File: config.mk
export PLATFORM = sky130hd
export DESIGN_NAME = packet_loader
export DESIGN_NICKNAME = d
export VERILOG_FILES = /design/src/rtl/loader_pkg.sv /design/src/rtl/watchdog_timer.sv /design/src/rtl/packet_loader.sv
export SDC_FILE = /design/constraint.sdc
export NUM_CORES = 1
export LEC_CHECK = 0
export CAP_MARGIN = 40
export CORE_MARGIN = 2
export CORE_UTILIZATION = 40
export DETAILED_ROUTE_END_ITERATION = 8
export GPL_TIMING_DRIVEN = 0
export SYNTH_ARGS = -nofsm -noshare
export SYNTH_HDL_FRONTEND = slang
export SYNTH_SLANG_ARGS = --single-unit
File: constraint.sdc
create_clock -name clk_in -period 2.41 [get_ports clk_in]
set_input_delay 0.723 -clock clk_in [delete_from_list [all_inputs] [get_ports clk_in]]
set_output_delay 0.723 -clock clk_in [all_outputs]
set_load 0.02 [all_outputs]
File: src/rtl/loader_pkg.sv
// Shared types and default sizing for the packet loader and its watchdog.
package loader_pkg;

  typedef enum logic [1:0] {
    ST_IDLE = 2'd0,
    ST_LEN  = 2'd1,
    ST_DATA = 2'd2,
    ST_CSUM = 2'd3
  } state_e;

  localparam int DEF_WORD_SIZE      = 16;
  localparam int DEF_ADDR_WIDTH     = 12;
  localparam int DEF_TIMEOUT_CYCLES = 100000;

endpackage

File: src/rtl/watchdog_timer.sv
// Inter-word watchdog: counts enabled clocks since the last clear and
// flags the cycle whose closing edge would make the count reach the limit.
// A clear in that same cycle wins, so a word arriving on the last allowed
// cycle is never reported as a timeout.
module watchdog_timer
  import loader_pkg::*;
#(
  parameter int TIMEOUT_CYCLES = DEF_TIMEOUT_CYCLES
) (
  input  logic clk,
  input  logic rst_n,
  input  logic clear,
  input  logic enable,
  output logic expired
);

  localparam int CW = $clog2(TIMEOUT_CYCLES + 1);
  localparam logic [CW-1:0] LAST = CW'(TIMEOUT_CYCLES - 1);

  logic [CW-1:0] cnt_q, cnt_d;

  // Next count: held at zero when disabled or cleared, restarts after expiry.
  always_comb begin
    cnt_d   = cnt_q;
    expired = 1'b0;
    if (!enable || clear) begin
      cnt_d = '0;
    end else if (cnt_q == LAST) begin
      expired = 1'b1;
      cnt_d   = '0;
    end else begin
      cnt_d = cnt_q + CW'(1);
    end
  end

  // Count register with asynchronous reset.
  always_ff @(posedge clk or negedge rst_n) begin
    if (!rst_n) begin
      cnt_q <= '0;
    end else begin
      cnt_q <= cnt_d;
    end
  end

endmodule

File: src/rtl/packet_loader.sv
// Packet loader: parses address / length / payload / checksum words from a
// receiver and writes the payload into memory at consecutive addresses.
// All outputs come straight from flops.
module packet_loader
  import loader_pkg::*;
#(
  parameter int WORD_SIZE      = DEF_WORD_SIZE,
  parameter int ADDR_WIDTH     = DEF_ADDR_WIDTH,
  parameter int TIMEOUT_CYCLES = DEF_TIMEOUT_CYCLES
) (
  input  logic                  clk_in,
  input  logic                  rst_n_in,
  input  logic [WORD_SIZE-1:0]  word_in,
  input  logic                  word_valid_in,
  output logic                  wr_en_out,
  output logic [ADDR_WIDTH-1:0] wr_addr_out,
  output logic [WORD_SIZE-1:0]  wr_data_out,
  output logic                  busy_out,
  output logic                  done_out,
  output logic                  error_out
);

  // Remaining-count width must hold 2^ADDR_WIDTH itself; the length compare
  // is done one bit wider than either operand so nothing is truncated.
  localparam int RW = ADDR_WIDTH + 1;
  localparam int LW = ((WORD_SIZE > RW) ? WORD_SIZE : RW) + 1;
  localparam logic [LW-1:0] MAX_LEN = LW'(1) << ADDR_WIDTH;

  state_e                  state_q, state_d;
  logic [ADDR_WIDTH-1:0]   addr_q, addr_d;
  logic [RW-1:0]           rem_q, rem_d;
  logic [WORD_SIZE-1:0]    sum_q, sum_d;
  logic                    wr_en_q, wr_en_d;
  logic [ADDR_WIDTH-1:0]   wr_addr_q, wr_addr_d;
  logic [WORD_SIZE-1:0]    wr_data_q, wr_data_d;
  logic                    busy_q, busy_d;
  logic                    done_q, done_d;
  logic                    error_q, error_d;

  logic [LW-1:0]           len_ext;
  logic                    len_ok;
  logic                    wd_enable;
  logic                    wd_expired;

  assign len_ext   = LW'(word_in);
  assign len_ok    = (len_ext != '0) && (len_ext <= MAX_LEN);
  assign wd_enable = (state_q != ST_IDLE);

  watchdog_timer #(
    .TIMEOUT_CYCLES(TIMEOUT_CYCLES)
  ) u_watchdog (
    .clk    (clk_in),
    .rst_n  (rst_n_in),
    .clear  (word_valid_in),
    .enable (wd_enable),
    .expired(wd_expired)
  );

  // Packet parser: next state, write strobe and status pulses.
  always_comb begin
    state_d   = state_q;
    addr_d    = addr_q;
    rem_d     = rem_q;
    sum_d     = sum_q;
    wr_en_d   = 1'b0;
    wr_addr_d = wr_addr_q;
    wr_data_d = wr_data_q;
    done_d    = 1'b0;
    error_d   = 1'b0;

    case (state_q)
      ST_IDLE: begin
        if (word_valid_in) begin
          addr_d  = ADDR_WIDTH'(word_in);
          sum_d   = word_in;
          state_d = ST_LEN;
        end
      end

      ST_LEN: begin
        if (word_valid_in) begin
          if (len_ok) begin
            rem_d   = RW'(word_in);
            sum_d   = sum_q + word_in;
            state_d = ST_DATA;
          end else begin
            error_d = 1'b1;
            state_d = ST_IDLE;
          end
        end else if (wd_expired) begin
          error_d = 1'b1;
          state_d = ST_IDLE;
        end
      end

      ST_DATA: begin
        if (word_valid_in) begin
          wr_en_d   = 1'b1;
          wr_addr_d = addr_q;
          wr_data_d = word_in;
          addr_d    = addr_q + ADDR_WIDTH'(1);
          sum_d     = sum_q + word_in;
          rem_d     = rem_q - RW'(1);
          if (rem_q == RW'(1)) begin
            state_d = ST_CSUM;
          end
        end else if (wd_expired) begin
          error_d = 1'b1;
          state_d = ST_IDLE;
        end
      end

      ST_CSUM: begin
        if (word_valid_in) begin
          if (word_in == sum_q) begin
            done_d = 1'b1;
          end else begin
            error_d = 1'b1;
          end
          state_d = ST_IDLE;
        end else if (wd_expired) begin
          error_d = 1'b1;
          state_d = ST_IDLE;
        end
      end

      default: begin
        state_d = ST_IDLE;
      end
    endcase

    busy_d = (state_d != ST_IDLE);
  end

  // State, datapath and output registers; reset discards any partial packet.
  always_ff @(posedge clk_in or negedge rst_n_in) begin
    if (!rst_n_in) begin
      state_q   <= ST_IDLE;
      addr_q    <= '0;
      rem_q     <= '0;
      sum_q     <= '0;
      wr_en_q   <= 1'b0;
      wr_addr_q <= '0;
      wr_data_q <= '0;
      busy_q    <= 1'b0;
      done_q    <= 1'b0;
      error_q   <= 1'b0;
    end else begin
      state_q   <= state_d;
      addr_q    <= addr_d;
      rem_q     <= rem_d;
      sum_q     <= sum_d;
      wr_en_q   <= wr_en_d;
      wr_addr_q <= wr_addr_d;
      wr_data_q <= wr_data_d;
      busy_q    <= busy_d;
      done_q    <= done_d;
      error_q   <= error_d;
    end
  end

  assign wr_en_out   = wr_en_q;
  assign wr_addr_out = wr_addr_q;
  assign wr_data_out = wr_data_q;
  assign busy_out    = busy_q;
  assign done_out    = done_q;
  assign error_out   = error_q;

endmodule
==> Word-level counts from Yosys, hierarchy flattened <==
Cells that the tools add are included.
{ "totals": {"register_bits": 92, "inputBits": 19, "output_inout_bits": 32, "wordCells": 76} }
{ "op_classes": {"n_addsub": 4, "n_lt_le_gt_ge": 1, "n_eq_ne": 10, "mux": 36, "n_reduce_logical": 14} }
{ "ops": {"columns": ["operator", "count"], "rows": [
  ["$mux 16", 4],
  ["$pmux 16 s3", 1],
  ["$mux 13", 3],
  ["$mux 17", 2],
  ["$pmux 13 s2", 1],
  ["$mux 12", 2],
  ["$pmux 12 s2", 1],
  ["$add 17x1->17 const B", 1],
  ["$eq 17x17->1 const B", 1],
  ["$reduce_bool 17->1", 1],
  ["$add 16x16->16", 1],
  ["$eq 16x16->1", 1],
  ["$le 16x13->1 const B", 1],
  ["$mux 2", 7],
  ["$eq 13x1->1 const B", 1],
  ["$mux 1", 13],
  ["$sub 13x1->13 const B", 1],
  ["$add 12x1->12 const B", 1],
  ["$ne 2x2->1 const B", 4],
  ["$pmux 2 s4", 1],
  ["$reduce_bool 2->1", 4],
  ["$reduce_and 5->1", 1],
  ["$eq 2x2->1 const B", 2],
  ["$reduce_and 4->1", 1],
  ["other kinds (9)", 9]
]} }

==> Logic depth before layout (Yosys ltp) <==
Gate-level depths: netlist of run 1.
{ "logic_depth": {"depth_word": 8, "mapped_depth": 10, "ltp_nobuf": 10} }

==> Hierarchy <==
Synthesis of run 1 repeated with hierarchy kept, for this count alone.
{ "hier_totals": {"cells_unflattened": 569, "area_unflattened_um2": 5481.5} }
{ "modules_own_cells": {"columns": ["mod", "instances", "cells_per_inst", "area_per_inst_um2", "seq_area_each_um2"], "rows": [
  ["packet_loader", 1, 482, 4609.4, 1876.8],
  ["watchdog_timer", 1, 87, 872.1, 425.4]
]} }

==> Worst setup path after synthesis of run 1 <==
Ideal clock, no wire load.
{ "synth_path": {"kind": "input-to-reg", "start": "input word_in[0]", "end": "register sum_q[14]", "setup_time_ns": 0.124, "t_arrival_ns": 2.373, "t_required_ns": 2.286, "setup_slack_ns": -0.087, "path_stages": 10, "n_path_buf": 0, "path_cell_list": "ha_1 > inv_1 > fa_1 > nor2b_1 > o31ai_1 > a211oi_1 > a31oi_1 > o21ai_0 > xnor2_1 > o21ai_1"} }
{ "synth_via": {"elab_chain_len": 4, "elab_cells_between_ends": 10, "cone_classes": "add/sub: 1; order compare: 1; eq/ne: 1; mux: 4; reduce/logical: 3"} }
{ "synth_rtl": {"columns": ["item", "line_no", "source"], "rows": [
  ["start, declared", "packet_loader.sv:13", "input logic [WORD_SIZE-1:0] word_in,"],
  ["$add 16x16->16 (tied with other cells)", "packet_loader.sv:84, packet_loader.sv:102", null],
  ["$mux 16 or $logic_and 1x1->1 (tied branches)", "packet_loader.sv:82, packet_loader.sv:46", null],
  ["$mux 16 or $ne 2x2->1 (tied branches)", null, null],
  ["$pmux 16 s3 or $reduce_and 5->1 (tied branches)", null, null],
  ["end signal, assigned", "packet_loader.sv:152", "sum_q <= sum_d;"],
  ["end, declared", "packet_loader.sv:32", "logic [WORD_SIZE-1:0] sum_q, sum_d;"]
]} }
Parallel ways exist; a longest one is shown, timed or not. The select of a mux whose other input is x is not followed.
A chain may end at the register's enable or synchronous reset.

==> Final worst setup path of run 1 <==
{ "layout_path": {"start": "input word_in[6]", "end": "register sum_q[15]"} }
The elaborated chain is that of the path after synthesis.

==> results.md, run 1 <==
* Post-synth top area share at 44.0%
* Met2 Wirelength at 6410 um
* Core area at 0.0127 mm^2
* Placed Area at 0.00602 mm^2
* Layout cells sized above 1 at 17.2%
* CP Launch Type: input pin
* Syn Nets at 593
* F_max at 416 MHz
* # port buffers at 50
* Initial detailed-routing violation count at 183
* DIE AREA at 0.0140 mm^2
* Highest metal used: met4
* Vias per cell at 5.50
* Area Growth Syn to Fin at 23.1%
* TritonCTS buffer count at 9
* Worst-margin pin slew at 0.962 ns
* CP bufs+invs at 1
* Die width at 118 um
* Sequential area share after synthesis at 44.0%
* Static Leakage at 2.67 nW
* Yosys reg bits at 92
* Initial core utilization at 41.2%
* Crit path max-delay family: compound AO/OA/AOI/OAI gates
* Final period utilization at 99.8%
* CP required at 2.62 ns
* Worst-path cell chain: buf_2 -> ha_4 -> nand3_1 -> or3_4 -> a31oi_4 -> a21oi_4 -> a21o_1 -> a311oi_1 -> a31oi_1
* Most common cell in the synthesized netlist: dfrtp_1
* Nets at 659
* CTS tree: yes
* Antenna diode count at 0
* Vias at 4363
* Clock Sinks at 92
* Peak supply drop at 0.571 mV
* Post-Route WL at 13100 um
* Pwr per Cell Area at 1230 mW/mm^2
* # DRC at 0
* Status: complete, no violations
* Cells after synthesis at 550
* Final hold slack at 0.317 ns
* Synth Cell Area at 0.00524 mm^2
* Antenna Nets Post-Route at 0
* Final Cell Area at 0.00645 mm^2
* Slew Limit Fails at 0
* CP Data Arrival Time at 2.61 ns
* WL/cell at 16.5 um
* Clk Latency, worst-skew pair at 0.35 ns
* Setup total negative slack at 0 ns
* Number of distinct library cells after synthesis at 57
* Maximum root-to-sink buffer count at 2
* Max Fanout on Critical Path at 6
* 1st-pass router iterations at 4
* CP max-delay cell: or3_4
* Yosys top cell by area: dfrtp_1
* Reg clk slew, reported paths at 0.06 ns
* Largest net degree at the start of global routing at 59
* GRT Total Usage at 19.2%
* EDFF count, synth at 0
* Worst min path class: input pin to asynchronous set/reset pin
* Met1 wire length at 6040 um
* Die H at 118 um
* Max-Cap Viols at 0
* Deepest level of the CTS H-tree at 3
* Clk root buf: clkbuf_16
* Cell Rows at 41
* CTS Hold Bufs at 0
* Antenna violations before repair at 0
* Post-Route Skew at 0.00765 ns
* Final hold violations at 0
* Largest cells by area after synthesis: dfrtp_1, mux2_2, o21ai_0, ha_1, a21oi_1
* Endpoints failing setup at 0
* Post-DP HPWL at 9380 um
* Crit path capture type: flip-flop
* Critical path type: input pin to flip-flop
* Routability Congestion at 0.831
* Final worst setup slack at 0.00549 ns
* Min cycle time layout at 2.40 ns
* Synth async-reset ratio at 100%
* CP peak stage delay at 0.35 ns
* Overflow after GRT at 0
* Synth warn at 0
* Commonest cells in the netlist: dfrtp_1, o21ai_0, a21oi_1, nand2_1, nor2_1
* Number of global-route vias before repair at 4181
* Average cell area after synthesis at 9.52 um^2
* Met3 wire length at 512 um
* First-pass GRT wire length at 21400 um
* Max-Slew Margin vs Limit at 35.3%
* RSZ-0062 raised after global routing: true
* Worst slack at placement at -0.992 ns
* IO Pins at 51
* Prevailing post-synth register cell: dfrtp_1
## worst reg2reg max path, stage by stage (launching register included)
cell	delay (ns)
dfrtp_1	0.42
ha_4	0.30
o21ai_1	0.08
or3_4	0.39
a31oi_4	0.25
a21oi_4	0.12
a21o_1	0.21
a311oi_1	0.27
a31oi_1	0.09
## cell usage in the layout, fill, tap and decap left out, types with 3 or more instances in the layout
cell	count
a21o_1	3
a21oi_1	52
a31oi_1	4
and2_1	4
and3_1	14
buf_2	12
buf_4	7
clkbuf_1	10
clkbuf_16	9
clkbuf_2	3
clkbuf_4	4
clkdlybuf4s50_1	33
dfrtp_1	92
dlymetal6s2s_1	3
ha_1	11
ha_2	4
ha_4	8
inv_1	17
mux2_2	26
mux2i_1	14
nand2_1	48
nand2b_1	6
nand3_1	15
nand4_1	10
nor2_1	33
nor2b_1	6
nor3_1	5
nor3b_1	5
nor4_1	4
nor4_2	4
nor4b_1	3
o21ai_0	53
o21ai_1	9
o21ai_2	3
o21bai_1	4
o22ai_1	9
or3_1	5
xnor2_1	13
xor2_1	10
## power by group
part | leakage [nW] | total (mW) | internal, mW | switching, mW
Clock | 0.136 | 1.34 | 0.731 | 0.604
Combinational | 1.39 | 3.94 | 1.83 | 2.10
Sequential | 1.15 | 2.65 | 2.15 | 0.501
Total | 2.67 | 7.92 | 4.71 | 3.21
## registers in the layout (all words and copies together), names as in the netlist
| register | flops |
|---|---|
| done_out | 1 |
| wr_en_out | 1 |
| busy_out | 1 |
| state_q | 2 |
| rem_q | 13 |
| sum_q | 16 |
| wr_addr_out | 12 |
| error_out | 1 |
| u_watchdog.cnt_q | 17 |
| wr_data_out | 16 |
| addr_q | 12 |
## through the flow
stage          utilization (%)  power, mW  instances
2_1_floorplan                -       5.14        550
3_3_place_gp              47.1       6.28        772
3_5_place_dp              47.3       6.37        773
4_1_cts                   49.8       7.84        789
5_1_grt                   50.7       8.51        793
6_report                  50.7       7.92        793
## final timing paths
check                           cells after the start  slack [ns]                     startpoint                        endpoint
worst min-delay path                                1        0.32                       rst_n_in  u_watchdog.cnt_q[14]$_DFF_PN0_
worst max-delay path                                9       0.005                     word_in[6]           sum_q[15]$_DFFE_PN0P_
worst max register to register                      8        0.14           sum_q[2]$_DFFE_PN0P_           sum_q[15]$_DFFE_PN0P_
min in group clk_in                                 1        0.48  u_watchdog.cnt_q[0]$_DFF_PN0_   u_watchdog.cnt_q[0]$_DFF_PN0_
max in group asynchronous                           2        1.45                       rst_n_in     wr_data_out[10]$_DFFE_PN0P_
worst min register to register                      1        0.48  u_watchdog.cnt_q[0]$_DFF_PN0_   u_watchdog.cnt_q[0]$_DFF_PN0_
## logic make-up (layout without fill, tap and decap cells)
family          count (synthesis)  after routing  synth area share, %
fa+ha+maj                      24             24                 5.88
simple gates                  174            174                 17.1
xor+xnor                       24             24                 4.16
flops                          92             92                 44.0
buf+inv                        39            110                 2.94
compound gates                156            156                 17.4
mux                            41             41                 8.48
## routing by layer
layer  vias to the layer above  track usage, %
met1                      2148            25.0
li1                       2127               -
met5                         -               0
met4                         0            4.76
met3                        10            4.78
met2                        78            32.2
## area by class of cell
class | instances | area (um^2)
clock inverter | 5 | 35.0
timing repair buffer | 57 | 533
multi-input combinational | 419 | 2970
inverter | 18 | 67.6
clock buffer | 11 | 243
fill | 1227 | 6280
buffer | 19 | 81.3
tap | 172 | 215
sequential | 92 | 2300
## repair_timing
| item | in CTS | in global routing |
|---|---|---|
| buffers inserted | 0 | 6 |
| cloned | 0 | 0 |
| pin swaps | 3 | 13 |
| resized for setup | 66 | 34 |
| setup endpoints to repair | 32 | 35 |
No activity file was read; power rests on OpenSTA's default activity.
==> run 2: changes to the inputs <==
--- a/config.mk
+++ b/config.mk
@@ -7,7 +7,7 @@
 export LEC_CHECK = 0
 export CAP_MARGIN = 40
 export CORE_MARGIN = 2
-export CORE_UTILIZATION = 40
+export CORE_UTILIZATION = 42
 export DETAILED_ROUTE_END_ITERATION = 8
 export GPL_TIMING_DRIVEN = 0
 export SYNTH_ARGS = -nofsm -noshare
==> results.md, run 2 (synthesized netlist as in run 1, its figures left out) <==
* Status: complete, no violations
* # port buffers at 50 (unchanged)
* Antenna diode count at 0 (unchanged)
* GRT Total Usage at 21.3% (+2.1 points)
* CP Launch Type: input pin
* Placed Area at 0.00602 mm^2 (about the same)
* Final worst setup slack at 0.0338 ns (+0.0283 ns)
* Area Growth Syn to Fin at 24.3%
* Reg clk slew, reported paths at 0.07 ns (about the same)
* DP Cell Count at 769 (-0.52%)
* Static Leakage at 2.68 nW (+0.14%)
* Nets at 657 (-0.30%)
* 1st-pass router iterations at 5 (+1)
* Most frequent cells in the layout: dfrtp_1, o21ai_0, a21oi_1
* # fillers at 1129 (-8.0%)
* Leading cell type in the layout, fill and taps excluded: dfrtp_1
* Initial core utilization at 43.2% (+2.1 points)
* Layout cells sized above 1 at 17.1% (-0.11 points)
* Max-Cap Viols at 0 (unchanged)
* Number of global-route vias before repair at 4187 (+0.14%)
* TritonCTS buffer count at 9 (unchanged)
* Critical path type: input pin to flip-flop
* IO Pins at 51 (unchanged)
* Pwr per Cell Area at 1260 mW/mm^2 (+2.8%)
* Max reg flops at 17 (unchanged)
* RSZ-0062 raised after global routing: true
* CTS tree: yes
* GR Layer Usage met1 at 28.9% (+4.0 points)
* Worst slack at placement at -0.990 ns (+0.00200 ns)
* Maximum root-to-sink buffer count at 2 (unchanged)
* Crit path capture type: flip-flop
* Peak supply drop at 0.563 mV (-1.4%)
* Clk Latency, worst-skew pair at 0.36 ns (about the same)
* Clock Sinks at 92 (unchanged)
* Largest Register: u_watchdog.cnt_q
* Final hold violations at 0 (unchanged)
* Die H at 116 um (-2.3%)
* Antenna Nets Post-Route at 0 (unchanged)
* Post-Route WL at 13500 um (+3.2%)
* Vias per cell at 5.59 (+1.7%)
* Grt met3 use at 3.50% (-1.3 points)
* CP required at 2.63 ns (about the same)
* F_max at 421 MHz (+1.2%)
* Worst reg2reg startpoint: state_q[1]$_DFF_PN0_
* Core area at 0.0121 mm^2 (-4.8%)
* Overflow after GRT at 0 (unchanged)
* Vias at 4402 (+0.89%)
* Cell Rows at 40 (-2.4%)
* Endpoints failing setup at 0 (unchanged)
* Die width at 116 um (-2.3%)
* Min cycle time layout at 2.38 ns (-0.0283 ns)
* Worst r2r path cells at 8 (unchanged)
* Initial detailed-routing violation count at 244 (+33%)
* Final Util at 53.7% (+3.1 points)
* Final period utilization at 98.6% (-1.2 points)
* Post-Route Skew at 0.00851 ns (+0.000858 ns)
* CP Data Arrival Time at 2.59 ns (-0.02 ns)
* Reg2reg setup slack at 0.11 ns (-0.03 ns)
* Final Total Pwr at 8.22 mW (+3.8%)
* Worst-margin pin slew at 0.572 ns (-0.390 ns)
* Worst min path class: input pin to asynchronous set/reset pin
* Slew Limit Fails at 0 (unchanged)
* Post-DP HPWL at 9340 um (-0.47%)
* Max-Slew Margin vs Limit at 61.9% (+27 points)
* Clk root buf: clkbuf_16
* Largest net degree at the start of global routing at 58 (-1.7%)
* DIE AREA at 0.0134 mm^2 (-4.6%)
* # DRC at 0 (unchanged)
* Routability Congestion at 0.853 (+2.6%)
* Non-filler instance count after layout at 787 (-0.76%)
* WL/cell at 17.2 um (+4.0%)
* Antenna violations before repair at 0 (unchanged)
* GR peak layer: met2
* Grt met2 use at 34.2% (+2.0 points)
* First-pass GRT wire length at 21900 um (+2.5%)
* Final Cell Area at 0.00651 mm^2 (+0.93%)
* Deepest level of the CTS H-tree at 3 (unchanged)
* Crit path from: word_valid_in
* Max Fanout on Critical Path at 8 (+2)
run 2: path summary, 6_finish.rpt:
check,to
max in group asynchronous,sum_q[13]$_DFFE_PN0P_
worst max-delay path,sum_q[15]$_DFFE_PN0P_
worst min register to register,u_watchdog.cnt_q[0]$_DFF_PN0_
min in group clk_in,u_watchdog.cnt_q[0]$_DFF_PN0_
worst min-delay path,u_watchdog.cnt_q[3]$_DFF_PN0_
worst max register to register,sum_q[15]$_DFFE_PN0P_
run 2: report_power, final:
| part | leakage [nW] | switching, mW | internal (mW) |
|---|---|---|---|
| combinational | 1.37 | 2.13 | 1.83 |
| clock | 0.162 | 0.612 | 0.995 |
| sequential | 1.15 | 0.511 | 2.15 |
| total | 2.68 | 3.25 | 4.97 |
run 2: layout make-up:
type | instances | area [um^2] | share of cell area [%]
Buffer | 20 | 88.8 | 1.37
Clock buffer | 13 | 270 | 4.15
Clock inverter | 3 | 67.6 | 1.04
Inverter | 18 | 67.6 | 1.04
Multi-Input combinational cell | 419 | 3000 | 46.2
Sequential cell | 92 | 2300 | 35.4
Tap cell | 168 | 210 | 3.23
Timing Repair Buffer | 54 | 495 | 7.62
run 2: layer usage:
| metal | wire length, um | vias to the layer above |
|---|---|---|
| met4 | 267 | 0 |
| met2 | 6360 | 104 |
| met3 | 612 | 20 |
| li1 | - | 2115 |
| met5 | 0 | - |
| met1 | 6270 | 2163 |
run 2: metrics by stage:
stage | hold WS [ns] | setup TNS (ns)
after floorplan | 0.427 | 0
after global placement | 0.452 | -295.96
after detailed placement | 0.456 | -32.99
after CTS | 0.339 | 0
after global routing | 0.362 | -0.199
final | 0.325 | 0
run 2: what timing repair did:
item	CTS	global route
setup endpoints to repair	33	28
buffers inserted	2	0
resized for setup	83	28
pin swaps	8	10
hold buffers	0	0
run 2: worst max-delay path, cell delays in order:
cell	delay [ns]
clkdlybuf4s50_1	0.64
nand2_1	0.19
o32a_4	0.44
mux2_1	0.35
a311oi_2	0.19
a31oi_1	0.06
